## src/rtl/reg_file.sv

```systemverilog
`default_nettype none
// ============================================================================
// Module   : reg_file
// Purpose  : MIPS general-purpose register file feeding the ALU operands.
//            Two combinational read ports (rs -> rd1, rt -> rd2) and one
//            synchronous write port for the writeback result. Register $0
//            is hardwired to zero and has no storage behind it.
// Ports    : clk    - single clock, all state updates on rising edge
//            rst_n  - synchronous active-low reset, clears every register
//            we     - write enable for the write port
//            wa     - write address (ADDR_W bits)
//            wd     - write data (DATA_W bits)
//            ra1    - read address, port 1 (rs)
//            ra2    - read address, port 2 (rt)
//            rd1    - read data, port 1 (ALU operand a)
//            rd2    - read data, port 2 (ALU operand b)
// Config   : REGFILE_BYPASS_EN - when defined, a write in progress is
//            forwarded to a read port addressing the same register in the
//            same cycle (write-first). When undefined, reads return the
//            stored value until the edge (read-first).
// Revision : 1.0 - initial release
// ============================================================================
module reg_file #(
    parameter int DATA_W = 32,
    parameter int ADDR_W = 5
) (
    input  logic              clk,
    input  logic              rst_n,
    input  logic              we,
    input  logic [ADDR_W-1:0] wa,
    input  logic [DATA_W-1:0] wd,
    input  logic [ADDR_W-1:0] ra1,
    input  logic [ADDR_W-1:0] ra2,
    output logic [DATA_W-1:0] rd1,
    output logic [DATA_W-1:0] rd2
);

    localparam int c_DEPTH = 2 ** ADDR_W;

    // Current contents of every register as seen by the read muxes.
    logic [DATA_W-1:0] w_regs [c_DEPTH];

    // A write is only meaningful when out of reset and not aimed at $0;
    // the same qualifier gates both the storage update and the bypass.
    logic w_wr_live;
    assign w_wr_live = rst_n && we && (wa != '0);

    genvar gi;
    generate
        for (gi = 0; gi < c_DEPTH; gi++) begin : g_reg
            if (gi == 0) begin : g_zero
                // $0 is a constant: it can never hold X and never changes.
                assign w_regs[gi] = '0;
            end else begin : g_live
                logic [DATA_W-1:0] r_q;
                always_ff @(posedge clk) begin
                    if (!rst_n) begin
                        r_q <= '0;
                    end else if (we && (wa == ADDR_W'(gi))) begin
                        r_q <= wd;
                    end
                end
                assign w_regs[gi] = r_q;
            end
        end
    endgenerate

    logic w_fwd1;
    logic w_fwd2;

`ifdef REGFILE_BYPASS_EN
    // Each port compares against the write address on its own.
    assign w_fwd1 = w_wr_live && (wa == ra1);
    assign w_fwd2 = w_wr_live && (wa == ra2);
`else
    // Hazards are resolved by the pipeline forwarding unit instead.
    logic w_unused;
    assign w_unused = w_wr_live;
    assign w_fwd1   = 1'b0;
    assign w_fwd2   = 1'b0;
`endif

    always_comb begin
        rd1 = w_regs[ra1];
        rd2 = w_regs[ra2];
        if (w_fwd1) begin
            rd1 = wd;
        end
        if (w_fwd2) begin
            rd2 = wd;
        end
    end

endmodule
`default_nettype wire

```

## config.mk

```make
export PLATFORM = sky130hd
export DESIGN_NAME = reg_file
export DESIGN_NICKNAME = d
export VERILOG_FILES = /design/src/rtl/reg_file.sv
export SDC_FILE = /design/constraint.sdc
export NUM_CORES = 2
export LEC_CHECK = 0
export BUFFER_PORTS_ARGS = -buffer_cell sky130_fd_sc_hd__buf_2
export CORE_MARGIN = 5
export CORE_UTILIZATION = 59
export CTS_BUF_LIST = sky130_fd_sc_hd__clkbuf_8
export DETAILED_ROUTE_END_ITERATION = 7
export PLACE_DENSITY_LB_ADDON = 0.2
export SLEW_MARGIN = 20
export SYNTH_ARGS = -nofsm -noshare
export SYNTH_HDL_FRONTEND = slang
export SYNTH_SLANG_ARGS = --single-unit
```

## constraint.sdc

```tcl
create_clock -name clk -period 1.73 [get_ports clk]
set_input_delay 0.173 -clock clk [delete_from_list [all_inputs] [get_ports clk]]
set_output_delay 0.173 -clock clk [all_outputs]
set_load 0.05 [all_outputs]
```

==> metrics.csv <==
metric,value,unit
Clk network pwr share,0.400,
Hold Crit Depth,6,
Setup crit start kind,flip-flop,
RSZ-0062 raised after global routing,true,
Vias,52000,
sequential fraction of the synthesis area,0.369,
"Avg Cell Area, Syn",8.18,µm²
port bufs,113,
P per Cell Area,785,mW/mm²
Post-Route WL,198000,µm
H-tree depth,4,
Synth Area in Compound Gates,0.204,
gr busiest metal,met2,
aggregate global-route resource usage,0.389,
DR iter-0 viols,5965,
GR Util met3,0.0781,
post-synthesis xor/xnor area fraction,0,
reg2reg end,g_reg[4].g_live.r_q[17],
final critical-path required period,2.75,ns
register-to-register setup slack,0.55,ns
Reg area,0.0200,mm²
ys async rst share,0,
GR Overflow Total,0,
mux cell area share after synthesis,0.183,
failing checks,"DRC, setup timing",
max reg flops,992,
row cnt,110,
NumNets Final,6795,
first-pass GRT wire length,300000,µm
layout cell share with drive strength beyond 1,0.197,
crit end category,output pin,
Synth area leader,dfxtp_1,
FMAX,0.363,GHz
Die Height,312,µm
area share of the largest cell type after synthesis,0.369,
Worst EP arrival,2.58,ns
vias in the first global route,51500,
depth of the most critical reg-to-reg path,3,
Crit path required time,1.56,ns
Synth area leaders,"dfxtp_1 37%, nand2_1 15%, mux2i_1 14%, a21boi_0 11%, a22oi_1 3.6%",
io pins,114,
FF-to-FF Start,g_reg[4].g_live.r_q[17],
internal power,36.9,mW
largest buffer count on any clock path,3,
Worst Clk Skew,0,ns
Skew-Pair Late Insertion Delay,0.82,ns
Clock Tree Root,clkbuf_8,
CP Class,reg -> out,
setup TNS,-55.51,ns
DRT Pass-1 Iters,8,
initial antenna violation count,5,
Initial Util,0.596,
Worst path slowest cell,mux4_2,
Routed WL per cell,24.6,µm
Post-synth EDFFs,0,
"count leader, synth",nand2_1,
setup violators final,64,
CORE AREA,0.0903,mm²
largest net degree at the start of global routing,113,
"top cells by count, synth","2146 x nand2_1, 992 x dfxtp_1, 768 x mux2i_1",
Worst Hold Class,in -> reg,
Total Power,51.6,mW
CTS tree,done,
Leak,24.5,nW
Synth Cell Area,0.0538,mm²
synth-to-layout area growth,22.2,%
#FFs+latches synth,992,
sw frac,0.285,
vias per cell,6.46,
die area,0.0973,mm²
post-synth cell types,35,
logic gate share of total power,0.152,
Hold Fails Final Rpt,0,
crit-path cells,mux4_2 > nor2b_2 > nor3_2 > a31oi_1 > buf_4 > nand3_4 > buf_8,
worst hold path startpoint,wa[0],
Clock transition at path regs,0.07,ns
post-route antenna net violation count,0,
Sw Pwr,14.7,mW
final hold slack,0.0745,ns
Syn Nets,6630,
Hold Path Sink,g_reg[12].g_live.r_q[16],
Final period util,1.59,
Placer Congestion,0.948,
GR Util met2,0.613,
Tightest Pin Transition,0.983,ns
Die Wd,312,µm
drt drc,1,
CP Max Fanout,3,
Worst path max stage delay,0.47,ns
met1 GRT Util,0.479,
Final WS setup,-1.02,ns
Rel. slew slack,0.343,
number of fill cells,6698,
cts bufs inserted,165,
Seq pwr share,0.448,
"Most flops, register",g.g_live.r_q,
Yosys warnings,0,
Post-Syn Instances,6580,
largest family of logic cells by synthesized area,compound AO/OA/AOI/OAI gates,
status,"finished, violations left",
multi-input logic area,0.0333,mm²
top flop regs,g.g_live.r_q: 992 flops,
ys flop type,dfxtp_1,
Sink Count,992,
hpwl dp,125000,µm
maxcap violations,0,
adder-cell share of the synthesized area,0,
Pins Over Slew Limit,0,
simple-gate share of the synthesized area,0.191,
VDD IR max,1.03,mV
[critical path: cells and delay by family, from the launching register on]
kind / cells / cell delay [ns]
and+or+nand+nor: 3 / 0.30
buffers and inverters: 2 / 0.36
muxes: 1 / 0.47
DFF: 1 / 0.34
AOI/OAI and AO/OA: 1 / 0.26
[layout make-up]
class                      count  share of cell area
antenna                        8            0.000304
clock buffer                 207              0.0433
clock inverter                81             0.00556
multi-input combinational   4936               0.506
sequential                   992               0.304
tap                         1176              0.0224
timing repair buffer         650               0.119
[cells by family after synthesis]
family	after synthesis
multiplexers	896
AND/OR/NAND/NOR	2536
AO/OA/AOI/OAI	1504
buffers and inverters	652
flip-flops	992
[through the flow]
step	cell area (µm²)	worst slack, ns	std cells	utilization
after floorplan	54800	-0.00106	6580	-
after global placement	60700	-0.588	7726	0.672
after detailed placement	60700	-0.660	7726	0.672
after CTS	65200	-1.03	8042	0.722
after global routing	65800	-1.05	8044	0.728
final	65800	-1.02	8050	0.728
[metal layers]
metal  wire length, µm  up-vias
li1                  -    23000
met3             21100      913
met2             88300     3202
met4             15800        2
met1             73100    24900
met5                15        -
[repair_timing]
item                       CTS  global route
hold buffers                34             0
buffers inserted             1             1
pin swaps                   25            23
gates resized for setup    266           123
hold endpoints to repair   992             0
cloned                       0             0
setup endpoints to repair   64            64
[power by group through the flow]
| stage | combinational, mW | sequential, mW | clock (mW) |
|---|---|---|---|
| floorplan | 4.23 | 23.6 | 0 |
| global placement | 7.14 | 23.6 | 0 |
| detailed placement | 7.19 | 23.6 | 0 |
| CTS | 7.56 | 23.1 | 20.7 |
| global route | 8.06 | 23.2 | 21.8 |
| finish | 7.85 | 23.2 | 20.6 |
[worst max path at each step]
stage	start	end	slack, ns	cells past startpoint
after floorplan	ra2[1]	rd2[1]	-0.001	8
after global placement	ra2[0]	rd2[16]	-0.59	9
after detailed placement	ra1[0]	rd1[2]	-0.66	9
after CTS	g_reg[7].g_live.r_q[23]	rd2[23]	-1.03	7
after global routing	g_reg[7].g_live.r_q[17]	rd2[17]	-1.05	7
final	g_reg[4].g_live.r_q[17]	rd2[17]	-1.02	7
[cells in the final DEF (no fill, tap or decap), drive strengths merged]
| cell | count |
|---|---|
| a22oi | 256 |
| nor2b | 74 |
| nor2 | 21 |
| nand3 | 192 |
| nand4 | 1 |
| nor4 | 8 |
| a221oi | 64 |
| dfxtp | 992 |
| buf | 616 |
| or2 | 5 |
| clkinvlp | 6 |
| a21oi | 128 |
| mux4 | 64 |
| mux2i | 768 |
| diode | 8 |
| clkinv | 13 |
| nor3 | 76 |
| nand2 | 2148 |
| a31oi | 64 |
| clkbuf | 207 |
| a21boi | 992 |
| mux2 | 64 |
| and2 | 4 |
| inv | 62 |
| dlygate4sd3 | 34 |
| nand2b | 7 |
Note: power is estimated with default switching activity, not from simulation.
